[config.mk]
export PLATFORM = sky130hd
export DESIGN_NAME = fault_aggregator_flat
export DESIGN_NICKNAME = d
export VERILOG_FILES = /design/src/rtl/fault_aggregator_if.sv /design/src/rtl/fault_aggregator.sv /design/src/flat_wrapper.sv
export SDC_FILE = /design/constraint.sdc
export NUM_CORES = 1
export LEC_CHECK = 0
export CELL_PAD_IN_SITES_DETAIL_PLACEMENT = 1
export CELL_PAD_IN_SITES_GLOBAL_PLACEMENT = 1
export CORE_MARGIN = 8
export CORE_UTILIZATION = 37
export CTS_BUF_LIST = sky130_fd_sc_hd__clkbuf_8 sky130_fd_sc_hd__clkbuf_16
export DETAILED_ROUTE_END_ITERATION = 7
export GPL_TIMING_DRIVEN = 0
export HOLD_SLACK_MARGIN = 0.03
export MAX_ROUTING_LAYER = met4
export PLACE_DENSITY = 0.89
export SLEW_MARGIN = 25
export SYNTH_ARGS = -nofsm -noshare
export SYNTH_HDL_FRONTEND = slang
export SYNTH_SLANG_ARGS = --single-unit
[constraint.sdc]
create_clock -name clk -period 2.9 [get_ports clk]
set_input_delay 0.435 -clock clk [delete_from_list [all_inputs] [get_ports clk]]
set_output_delay 0.435 -clock clk [all_outputs]
set_load 0.01 [all_outputs]
[src/rtl/fault_aggregator_if.sv]
// Fault aggregator signal bundle: error inputs, clear/threshold controls,
// BIST pin handshake and the sticky fault outputs.
interface fault_aggregator_if #(
  parameter int NUM_CH     = 4,
  parameter int CERR_CNT_W = 8
);
  logic [NUM_CH-1:0]     uerr_in;
  logic [NUM_CH-1:0]     cerr_in;
  logic [NUM_CH-1:0]     chk_err_in;
  logic [CERR_CNT_W-1:0] cerr_thres;
  logic                  fault_clr;
  logic                  bist_pin;
  logic                  bist_next_ack;
  logic                  bist_next;
  logic                  bist_done;
  logic                  bist_fail;
  logic                  mission_fault;
  logic                  latent_fault;
  logic                  cerr_over_thres_fault;
  logic [NUM_CH-1:0]     fault_ch;
  logic [CERR_CNT_W-1:0] cerr_cnt;

  modport master (
    output uerr_in, cerr_in, chk_err_in, cerr_thres, fault_clr, bist_pin, bist_next_ack,
    input  bist_next, bist_done, bist_fail, mission_fault, latent_fault,
           cerr_over_thres_fault, fault_ch, cerr_cnt
  );

  modport slave (
    input  uerr_in, cerr_in, chk_err_in, cerr_thres, fault_clr, bist_pin, bist_next_ack,
    output bist_next, bist_done, bist_fail, mission_fault, latent_fault,
           cerr_over_thres_fault, fault_ch, cerr_cnt
  );
endinterface

[src/rtl/fault_aggregator.sv]
// Collects per-channel error pulses into sticky fault flags and a saturating
// correctable-error count, and runs a pin-triggered 4-phase BIST of the checkers.
module fault_aggregator #(
  parameter int NUM_CH       = 4,
  parameter int CERR_CNT_W   = 8,
  parameter int BIST_STEPS   = 4,
  parameter int BIST_TIMEOUT = 64
) (
  input logic            clk,
  input logic            rst,
  fault_aggregator_if.slave bus
);
  localparam int TMR_W = $clog2(BIST_TIMEOUT + 1);
  localparam int SUM_W = CERR_CNT_W + 5;

  typedef enum logic [1:0] {IDLE, REQ, REL, DONE} state_t;

  state_t                state;
  logic [TMR_W-1:0]      timer;
  logic [3:0]            step;
  logic                  hit, pin_q;
  logic                  bist_next_q, done_q, fail_q;
  logic                  mission_q, latent_q, over_q;
  logic [NUM_CH-1:0]     fault_ch_q;
  logic [CERR_CNT_W-1:0] cnt_q, cnt_nxt;
  logic [SUM_W-1:0]      sum;
  logic [15:0]           chk_rep;
  logic [NUM_CH-1:0]     chk_vis;
  logic                  pin_rise, tmo, last, hit_nxt, bist_active;

  // Step k probes channel k mod NUM_CH; replicate so the step index selects directly.
  for (genvar i = 0; i < 16; i++) begin : g_rep
    assign chk_rep[i] = bus.chk_err_in[i % NUM_CH];
  end

  assign pin_rise    = bus.bist_pin & ~pin_q;
  assign tmo         = (timer == TMR_W'(BIST_TIMEOUT - 1));
  assign last        = (step == 4'(BIST_STEPS - 1));
  assign hit_nxt     = hit | chk_rep[step];
  assign bist_active = (state == REQ) || (state == REL);
  assign chk_vis     = bist_active ? '0 : bus.chk_err_in;

  always_comb begin
    sum = bus.fault_clr ? '0 : SUM_W'(cnt_q);
    for (int i = 0; i < NUM_CH; i++) sum = sum + SUM_W'(bus.cerr_in[i]);
    cnt_nxt = (sum > SUM_W'({CERR_CNT_W{1'b1}})) ? {CERR_CNT_W{1'b1}} : sum[CERR_CNT_W-1:0];
  end

  // Edge detector tracks the pin even in reset so a held-high pin cannot start a run.
  always_ff @(posedge clk) pin_q <= bus.bist_pin;

  always_ff @(posedge clk) begin
    if (rst) begin
      state       <= IDLE;
      timer       <= '0;
      step        <= '0;
      hit         <= 1'b0;
      bist_next_q <= 1'b0;
      done_q      <= 1'b0;
      fail_q      <= 1'b0;
    end else begin
      case (state)
        IDLE: if (pin_rise) begin
          state       <= REQ;
          bist_next_q <= 1'b1;
          done_q      <= 1'b0;
          fail_q      <= 1'b0;
          step        <= '0;
          hit         <= 1'b0;
          timer       <= '0;
        end
        REQ: begin
          hit <= hit_nxt;
          if (bus.bist_next_ack) begin
            state       <= REL;
            bist_next_q <= 1'b0;
            timer       <= '0;
          end else if (tmo) begin
            state       <= DONE;
            bist_next_q <= 1'b0;
            done_q      <= 1'b1;
            fail_q      <= 1'b1;
          end else begin
            timer <= timer + 1'b1;
          end
        end
        REL: begin
          if (!bus.bist_next_ack) begin
            if (!hit_nxt) fail_q <= 1'b1;
            hit   <= 1'b0;
            timer <= '0;
            if (last) begin
              state  <= DONE;
              done_q <= 1'b1;
            end else begin
              state       <= REQ;
              step        <= step + 4'd1;
              bist_next_q <= 1'b1;
            end
          end else if (tmo) begin
            state  <= DONE;
            done_q <= 1'b1;
            fail_q <= 1'b1;
          end else begin
            hit   <= hit_nxt;
            timer <= timer + 1'b1;
          end
        end
        DONE: if (!bus.bist_pin) state <= IDLE;
        default: state <= IDLE;
      endcase
    end
  end

  // New errors in the clear cycle are OR-ed in after the clear, so they survive it.
  always_ff @(posedge clk) begin
    if (rst) begin
      mission_q  <= 1'b0;
      latent_q   <= 1'b0;
      over_q     <= 1'b0;
      fault_ch_q <= '0;
      cnt_q      <= '0;
    end else begin
      mission_q  <= (bus.fault_clr ? 1'b0 : mission_q) | (|bus.uerr_in);
      fault_ch_q <= (bus.fault_clr ? '0 : fault_ch_q) | bus.uerr_in | chk_vis;
      latent_q   <= (bus.fault_clr ? 1'b0 : latent_q) | (|chk_vis) | ((state == DONE) && fail_q);
      over_q     <= (bus.fault_clr ? 1'b0 : over_q) |
                    (!bus.fault_clr && (bus.cerr_thres != '0) && (cnt_q >= bus.cerr_thres));
      cnt_q      <= cnt_nxt;
    end
  end

  assign bus.bist_next             = bist_next_q;
  assign bus.bist_done             = done_q;
  assign bus.bist_fail             = fail_q;
  assign bus.mission_fault         = mission_q;
  assign bus.latent_fault          = latent_q;
  assign bus.cerr_over_thres_fault = over_q;
  assign bus.fault_ch              = fault_ch_q;
  assign bus.cerr_cnt              = cnt_q;
endmodule

[src/flat_wrapper.sv]
// flat-port wrapper written by rule: the top's interface ports become plain ports
module fault_aggregator_flat 
#(
  parameter int NUM_CH       = 4,
  parameter int CERR_CNT_W   = 8,
  parameter int BIST_STEPS   = 4,
  parameter int BIST_TIMEOUT = 64
)
  (clk, rst, bus_uerr_in, bus_cerr_in, bus_chk_err_in, bus_cerr_thres, bus_fault_clr, bus_bist_pin, bus_bist_next_ack, bus_bist_next, bus_bist_done, bus_bist_fail, bus_mission_fault, bus_latent_fault, bus_cerr_over_thres_fault, bus_fault_ch, bus_cerr_cnt);
  fault_aggregator_if #(.NUM_CH(NUM_CH), .CERR_CNT_W(CERR_CNT_W)) bus_i ();
  input logic clk;
  input logic rst;
  input wire logic [$bits(bus_i.uerr_in)-1:0] bus_uerr_in;
  input wire logic [$bits(bus_i.cerr_in)-1:0] bus_cerr_in;
  input wire logic [$bits(bus_i.chk_err_in)-1:0] bus_chk_err_in;
  input wire logic [$bits(bus_i.cerr_thres)-1:0] bus_cerr_thres;
  input wire logic [$bits(bus_i.fault_clr)-1:0] bus_fault_clr;
  input wire logic [$bits(bus_i.bist_pin)-1:0] bus_bist_pin;
  input wire logic [$bits(bus_i.bist_next_ack)-1:0] bus_bist_next_ack;
  output wire logic [$bits(bus_i.bist_next)-1:0] bus_bist_next;
  output wire logic [$bits(bus_i.bist_done)-1:0] bus_bist_done;
  output wire logic [$bits(bus_i.bist_fail)-1:0] bus_bist_fail;
  output wire logic [$bits(bus_i.mission_fault)-1:0] bus_mission_fault;
  output wire logic [$bits(bus_i.latent_fault)-1:0] bus_latent_fault;
  output wire logic [$bits(bus_i.cerr_over_thres_fault)-1:0] bus_cerr_over_thres_fault;
  output wire logic [$bits(bus_i.fault_ch)-1:0] bus_fault_ch;
  output wire logic [$bits(bus_i.cerr_cnt)-1:0] bus_cerr_cnt;
  assign bus_i.uerr_in = bus_uerr_in;
  assign bus_i.cerr_in = bus_cerr_in;
  assign bus_i.chk_err_in = bus_chk_err_in;
  assign bus_i.cerr_thres = bus_cerr_thres;
  assign bus_i.fault_clr = bus_fault_clr;
  assign bus_i.bist_pin = bus_bist_pin;
  assign bus_i.bist_next_ack = bus_bist_next_ack;
  assign bus_bist_next = bus_i.bist_next;
  assign bus_bist_done = bus_i.bist_done;
  assign bus_bist_fail = bus_i.bist_fail;
  assign bus_mission_fault = bus_i.mission_fault;
  assign bus_latent_fault = bus_i.latent_fault;
  assign bus_cerr_over_thres_fault = bus_i.cerr_over_thres_fault;
  assign bus_fault_ch = bus_i.fault_ch;
  assign bus_cerr_cnt = bus_i.cerr_cnt;
  fault_aggregator #(.NUM_CH(NUM_CH), .CERR_CNT_W(CERR_CNT_W), .BIST_STEPS(BIST_STEPS), .BIST_TIMEOUT(BIST_TIMEOUT)) u_core (.clk(clk), .rst(rst), .bus(bus_i));
endmodule
* Yosys cells after proc, flatten, opt, wreduce, memory -nomap -nowiden *
Index checks and enable logic that the tools add are counted.
Widths: inputs -> output; s select.

cells by class
  $add $sub $neg = 6
  order comparisons = 3
  equal/unequal tests = 14
  muxes and demuxes = 45
  bitwise logic cells = 9
  reductions and logical operators = 18

operators by type and width
  cell                 count
  $add 13x1->13        4
  $mux 7               4
  $pmux 7 s3           1
  $mux 1               20
  $mux 4               5
  $mux 8               2
  $gt 13x8->1 const B  1
  $mux 2               6
  $pmux 1 s3           4
  $reduce_and 4->1     3
  $ge 8x8->1           1
  $ne 2x2->1 const B   4
  $or 4x4->4           2
  $pmux 2 s4           1
  $pmux 4 s2           1
  $reduce_bool 8->1    1
  $reduce_or 4->1      2
  $add 7x1->7 const B  1
  $eq 7x6->1 const B   1
  $ne 3x2->1 const B   2
  $ne 3x3->1 const B   2
  $lt 4x5->1 const B   1
  $or 1x1->1           5
  $reduce_and 5->1     1
  other kinds (16)     20

word-level totals
  register bits = 33
  word-level logic and storage cells = 108

* Longest topological paths before layout *
Gate-level depths: netlist (run 1).

  word-level depth = 7
  gate-level depth with buffers = 10
  depth with buffers taken out = 10

* Worst setup path after synthesis (run 1) *
Ideal clock, no wire load.

  path type = input port to flip-flop
  start point = in bus_cerr_in[0]
  end point = reg u_core.cnt_q[7], in the netlist u_core.bus.cerr_cnt[7]
  data arrival time = 2.572 ns
  required time = 2.827 ns
  setup slack = 0.255 ns
  stages = 8
  buffers on the path = 0
  cell sequence = fa_1 inv_1 fa_1 fa_1 nor3b_4 nand3_2 and4_1 nor3_2

between the ends
  cells in the longest elaborated chain, start to end = 6

ends and longest elaborated chain
  item                          RTL line                 text
  from (decl)                   flat_wrapper.sv:14       input wire logic [$bits(bus_i.cerr_in)-1:0] bus_cerr_in;
  $add 13x1->13 * (4 in a row)  fault_aggregator.sv:45   for (int i = 0; i < NUM_CH; i++) sum = sum + SUM_W'(bus.cerr_in[i]);
  $gt 13x8->1                   fault_aggregator.sv:46   cnt_nxt = (sum > SUM_W'({CERR_CNT_W{1'b1}})) ? {CERR_CNT_W{1'b1}} : sum[CERR_CNT_W-1:0];
  $mux 8 *                      fault_aggregator.sv:46
  to (signal assigned)          fault_aggregator.sv:129  cnt_q <= cnt_nxt;
  to (decl)                     fault_aggregator.sv:25   logic [CERR_CNT_W-1:0] cnt_q, cnt_nxt;

Mark *: on every way between the ends. The rest lies on a longest branch, timed or not.
A chain may end at the register's enable or synchronous reset.

* Worst setup path after layout (run 1) *
  start point = reg u_core.cnt_q[0], in the netlist u_core.bus.cerr_cnt[0]
  end point = reg u_core.cnt_q[4], in the netlist u_core.bus.cerr_cnt[4]

between the ends
  cells in the longest elaborated chain, start to end = 7

ends and longest elaborated chain
  item                          RTL line                text
  $mux 8 *                      fault_aggregator.sv:44  sum = bus.fault_clr ? '0 : SUM_W'(cnt_q);
  $add 13x1->13 * (4 in a row)  fault_aggregator.sv:45
  $gt 13x8->1                   fault_aggregator.sv:46
  $mux 8 *                      fault_aggregator.sv:46

Marks and branches as above.

==> flow_summary.toml, run 1 <==
[critical_path]
r2r-start = "u_core.bus.cerr_cnt[0]"
reg2reg_slack_ns = 0.24
critPathRequiredTime_ns = 3.12
arrival_ns = 2.88
path_max_fanout = 5
critPathLaunchType = "register"
cpLargestDelayFamily = "adder cells"
reg2reg_depth = 11
crit_end = "u_core.bus.cerr_cnt[4]"
critPathKind = "reg2reg"
timing.rr.end = "u_core.bus.cerr_cnt[4]"
cp_slowest_cell = "fa_1"
crit_buf_inv = 3
endpoint_kind = "register"
path_cells = "inv_1, nor2_1, fa_1, inv_2, fa_2, fa_2, nor3b_4, nand3_4, buf_6, a21boi_0, nor2_1"
max_stage_delay_ns = 0.51
startpoint = "u_core.bus.cerr_cnt[0]"
critical_path_cell_count = 11

[placed_design]
io_buffers = 41
hpwl_um = 4440
gp_congestion = 0.802
postPlaceCellArea_um2 = 2470
preCtsSetupSlack_ns = -0.665

[global_route]
grt_max_degree = 11
grt_use_total = 0.160
grt_remaining_overflow = 0
grt_pass1_vias = 1916
grt_pass1_wl_um = 9520
antenna_found_initial = 0

[outcome]
status = "completed"

[pwr]
vdd_ir_drop_max_uv = 298
netSwitchingFraction = 0.300
clkPwrFrac = 0.301
p_per_area_nw_per_um2 = 444
power_frac_seq = 0.436
p_int_mw = 0.807
power_mw = 1.15
leakage_nw = 1.04
switching_power_mw = 0.345
p_comb_frac = 0.263

[yosys]
synth-compound-area-share = 0.193
synth_cell_types = 49
synthMuxAreaShare = 0.0114
ys.warnings.count = 0
synth_top_family_by_area = "simple AND/OR/NAND/NOR gates"
synthAdderAreaFrac = 0.132
netlist_area_um2 = 1970
yosys.area.top_type = "dfxtp_1"
synth.avg_cell_area_um2 = 8.65
synthCells = 228
yosysSeqAreaShare = 0.335
async_flop_share = 0
synthSimpleGateAreaFrac = 0.245
synth-seq-cells = 33
synth_fp_nets = 272
synth_edf_count = 0
synth_ff_type = "dfxtp_1"
synth_xor_area_frac = 0.0400
synth_top_cell_area_share = 0.335
synth.area.top_cells = "dfxtp_1, ha_1, a21oi_1"

[drt]
dr_total_vias = 1865
routed_wl_um = 5860
drc = 0
via_per_inst = 5.34
first_iter_violations = 79
wl_per_cell_um = 16.8
dr.pass1.iters = 4
ant_nets = 0

[sta]
setup_viol = 0
slew_viol_final = 0
setup_slack_ns = 0.245
fmax_ghz = 0.377
finalCritPeriodShare = 0.916
period_minus_slack_ns = 2.66
rsz0062_at_grt = "no"
worst_slew_pin_slew_ns = 0.573
relSlewSlack = 0.618
skew_ns = 0.00858
hold_violations = 0

[layout]
nNetsFinal = 323
layout_common_cells = "clkdlybuf4s50_1, dfxtp_1, nor2_1"
final_common_cell = "clkdlybuf4s50_1"
area_growth_syn_to_layout_pct = 31.6
stdcell_area_um2 = 2590
post-route-util = 0.505
n_antenna_cell = 0
final_layout_size_suffix_gt1_frac = 0.100

[cts]
path_clk_slew_ns = 0.07
cts_buffer_depth = 2
cts_tree = "done"
htreeDepth = 2
cts-root-buf = "clkbuf_8"
clk_latency_ns = 0.29
numClockSinks = 33
cts_buffers = 5
cts_hold_buf = 0

[die]
placementRows = 26
die_h_um = 89
start_util = 0.384
ios = 43
dieWidth_um = 89
core_area_um2 = 5140
dieArea_um2 = 7920

[run]
drv_cap = 0

[hold_path]
hp-class = "reg2reg"
## logic make-up after synthesis
logic type	count (synthesis)
XOR/XNOR	9
buffers and inverters	23
AND/OR/NAND/NOR	87
multiplexers	1
adder cells (fa/ha/maj)	19
AO/OA/AOI/OAI	56
flip-flops	33
## per-layer routing
layer	wire length, um	part of all wire	up-vias	GRT usage
met5	0	0	-	-
li1	-	-	921	-
met3	220	0.038	5	0.0404
met2	2860	0.49	30	0.253
met1	2720	0.46	909	0.194
met4	59	0.010	0	0.0483
## area by class of cell
type / instances / area, um^2
flip-flops and latches: 33 / 661
repair buffers: 44 / 437
multi-input cells: 172 / 1240
clock buffers: 6 / 82.6
clock inverters: 1 / 3.75
fillers: 628 / 2540
plain buffers: 5 / 18.8
well taps: 70 / 87.6
inverters: 18 / 67.6
## power groups by stage
stage          clock network [mW]  logic [mW]  registers (mW)
4_1_cts                     0.359       0.299           0.502
5_1_grt                     0.379       0.334           0.506
6_report                    0.347       0.303           0.502
3_3_place_gp                    0       0.281           0.511
2_1_floorplan                   0       0.158           0.516
3_5_place_dp                    0       0.295           0.512
## worst min-delay path: stages, from the launching register on
cell and delay [ns]:
dfxtp_1 0.32, o21ai_0 0.07, nor2_1 0.04
## per-stage QoR
stage	instances	TNS, ns	hold slack [ns]
after floorplan	228	0	0.433
after global placement	339	-3.60	0.457
after detailed placement	339	-3.89	0.465
after CTS	347	0	0.479
after global routing	349	0	0.498
final	349	0	0.473
## flip-flops by register name (all words and copies together), names as in the netlist, 2 cells and up
name and cells:
u_core.bus.cerr_cnt 8, u_core.step 4, u_core.state 2, u_core.timer 7
u_core.bus.fault_ch 4
## worst min path at each step
stage                    start  depth (start not counted)  slack (ns)         endpoint
4_1_cts        u_core.timer[6]                          2        0.48  u_core.timer[6]
5_1_grt        u_core.timer[6]                          2        0.50  u_core.timer[6]
2_1_floorplan  u_core.timer[6]                          2        0.43  u_core.timer[6]
3_5_place_dp   u_core.timer[6]                          2        0.46  u_core.timer[6]
3_3_place_gp   u_core.timer[6]                          2        0.46  u_core.timer[6]
6_report       u_core.timer[6]                          2        0.47  u_core.timer[6]
## Yosys cell counts, types with 2 or more instances
cell type,instances
a21o_1,3
a311oi_1,2
and4_1,2
nand2_1,16
fa_1,3
nor4_1,2
nand4_1,5
xnor2_1,4
nand3_1,5
nand2b_1,4
clkbuf_1,4
a211oi_1,4
nor2b_1,8
o22ai_1,3
nor3_1,5
ha_1,16
o21ai_0,7
nor2_1,25
a31o_2,2
a221oi_1,4
a222oi_1,2
and2_1,3
xor2_1,5
o211ai_1,2
dfxtp_1,33
a21oi_1,19
inv_1,18
## repair_timing
action                     CTS  global route
setup buffers                1             2
pin swaps                    1             6
gates resized for setup      3             7
setup endpoints to repair    8             2
No activity file was read; power rests on OpenSTA's default activity.
==> run 2: changes to the inputs <==
--- a/config.mk
+++ b/config.mk
@@ -7,9 +7,8 @@
 export LEC_CHECK = 0
 export CELL_PAD_IN_SITES_DETAIL_PLACEMENT = 1
 export CELL_PAD_IN_SITES_GLOBAL_PLACEMENT = 1
-export CORE_MARGIN = 8
+export CORE_MARGIN = 1.5
 export CORE_UTILIZATION = 37
-export CTS_BUF_LIST = sky130_fd_sc_hd__clkbuf_8 sky130_fd_sc_hd__clkbuf_16
 export DETAILED_ROUTE_END_ITERATION = 7
 export GPL_TIMING_DRIVEN = 0
 export HOLD_SLACK_MARGIN = 0.03
==> run 2 against run 1 <==
  * Cell count grew 0.57%
  * Critical endpoint unchanged
  * Largest cell class unchanged
  * Routed wire length shrank 3.5%
  * Clock power shrank 3%
  * Worst setup slack lost 0.13 ns
  * First-iteration DRC count grew 46%
  * Total power shrank 1.4%
  * Non-clock buffer count grew 1
  * Hold slack gained 0.0016 ns
  * Register-to-register slack gained 0.06 ns
==> flow_summary.toml, run 2 (same netlist as run 1, synthesis figures left out) <==
[hold_path]
hp-start = "u_core.timer[6]"
hp-class = "reg2reg"
hold_end = "u_core.timer[6]"
whs_path_depth = 2

[drt]
first_iter_violations = 115
ant_nets = 0
dr_total_vias = 1905
dr.pass1.iters = 4
wl_per_cell_um = 16.1
via_per_inst = 5.43
routed_wl_um = 5660
drc = 0

[layout]
post-route-util = 0.508
multiInputGateArea_um2 = 1240
final_common_cell = "clkdlybuf4s50_1"
final_layout_size_suffix_gt1_frac = 0.0925
nNetsFinal = 324
seq_area_um2 = 661
finalNonFillerCells = 351
stdcell_area_um2 = 2590
layout_common_cells = "clkdlybuf4s50_1, dfxtp_1, nor2_1"
largest_reg_flops = 8
area_growth_syn_to_layout_pct = 31.5
n_fill_cell = 633
n_antenna_cell = 0

[global_route]
grt_pass1_wl_um = 9600
grt_pass1_vias = 1946
met3_usage = 0.0443
grt_max_degree = 11
grt_use_met1 = 0.273
use_met2 = 0.342
grt_remaining_overflow = 0
grt_use_total = 0.212
busiest_layer = "met2"
antenna_found_initial = 0

[cts]
cts_buffer_depth = 2
clk_latency_ns = 0.29
cts-root-buf = "clkbuf_8"
cts_tree = "done"
numClockSinks = 33
cts_buffers = 5
path_clk_slew_ns = 0.06
htreeDepth = 2

[critical_path]
critPathLaunchType = "input pin"
path_max_fanout = 4
r2r-start = "u_core.bus.cerr_cnt[0]"
critPathRequiredTime_ns = 3.12
reg2reg_depth = 11
reg2reg_slack_ns = 0.30
critPathKind = "in2reg"
timing.rr.end = "u_core.bus.cerr_cnt[4]"
arrival_ns = 3.01
endpoint_kind = "register"

[sta]
worst_slew_pin_slew_ns = 0.556
relSlewSlack = 0.629
setup_viol = 0
fmax_ghz = 0.359
slew_viol_final = 0
final.setup.tns_ns = 0
setup_slack_ns = 0.113
period_minus_slack_ns = 2.79
skew_ns = 0.00960
hold_violations = 0
finalCritPeriodShare = 0.961

[placed_design]
preCtsSetupSlack_ns = -0.669
dpl.cell_count = 339
io_buffers = 41
postPlaceCellArea_um2 = 2470
hpwl_um = 4440
gp_congestion = 0.912

[die]
dieArea_um2 = 5780
placementRows = 26
core_area_um2 = 5110
start_util = 0.386
ios = 43
dieWidth_um = 76
die_h_um = 76

[pwr]
p_per_area_nw_per_um2 = 438
leakage_nw = 1.02
vdd_ir_drop_max_uv = 299

[run]
drv_cap = 0

[outcome]
status = "completed"
## run 2: cell types whose count changed in the layout (fill, tap and decap cells not counted)
cell             delta
dlymetal6s2s_1      -2
clkdlybuf4s15_1     +1
clkbuf_2            -1
clkbuf_1            +3
inv_2               -1
clkdlybuf4s50_1     +2
buf_4               +2
buf_6               -1
clkbuf_8            -1
## run 2: layout make-up
type                    count  area share
flip-flops and latches     33       0.255
inverters                  18      0.0261
clock buffers               8      0.0309
repair buffers             45       0.170
multi-input cells         172       0.477
plain buffers               5     0.00724
well taps                  70      0.0338
## run 2: routing by layer
| metal | routed length, um | share of wire | up-vias |
|---|---|---|---|
| met5 | 0 | 0 | - |
| met2 | 2750 | 0.49 | 45 |
| met3 | 240 | 0.042 | 8 |
| met1 | 2600 | 0.46 | 935 |
| met4 | 68 | 0.012 | 0 |
| li1 | - | - | 917 |
## run 2: metrics by stage
stage | power (mW) | hold slack (ns)
2_1_floorplan | 0.674 | 0.433
6_report | 1.14 | 0.475
4_1_cts | 1.14 | 0.471
3_5_place_dp | 0.804 | 0.457
5_1_grt | 1.20 | 0.505
3_3_place_gp | 0.789 | 0.453
## run 2: power breakdown
group          total [mW]  internal, mW  switching [mW]
registers           0.503         0.481          0.0223
logic               0.297         0.142           0.156
clock network       0.337         0.171           0.166
## run 2: what timing repair did
item / in CTS / in global routing
buffers inserted: 0 / 4
pin swaps: 1 / 2
hold buffers: 0 / 0
setup endpoints to repair: 8 / 1
resized for setup: 3 / 2
## run 2: worst max path at each step
stage | cells after the start | end | slack, ns | start
finish | 10 | u_core.bus.cerr_cnt[4] | 0.11 | bus_cerr_in[0]
global route | 9 | u_core.bus.cerr_cnt[7] | -0.002 | bus_cerr_in[0]
CTS | 9 | u_core.bus.cerr_cnt[7] | 0.005 | bus_cerr_in[0]
detailed placement | 10 | u_core.bus.cerr_cnt[7] | -0.67 | bus_fault_clr
global placement | 10 | u_core.bus.cerr_cnt[7] | -0.61 | bus_fault_clr
floorplan | 8 | u_core.bus.cerr_cnt[7] | 0.26 | bus_cerr_in[0]
## run 2: worst max-delay path: stages
cell and delay (ns):
clkdlybuf4s50_1 0.43, fa_1 0.54, inv_1 0.05, fa_2 0.36, fa_2 0.42, nor3b_4 0.27
nand3_4 0.12, buf_4 0.16, a21boi_0 0.11, nor2_1 0.11
==> run 3: changes to the inputs <==
==> constraint.sdc (replaced) <==
create_clock -name clk -period 2.9 [get_ports clk]
set_input_delay 0.435 -clock clk [delete_from_list [all_inputs] [get_ports clk]]
set_output_delay 0.435 -clock clk [all_outputs]
set_load 0.005 [all_outputs]
==> results of run 3 <==
The final DEF is identical to that of run 2. Status: completed.
Among the figures that moved: total power 1.14 mW -> 1.13 mW
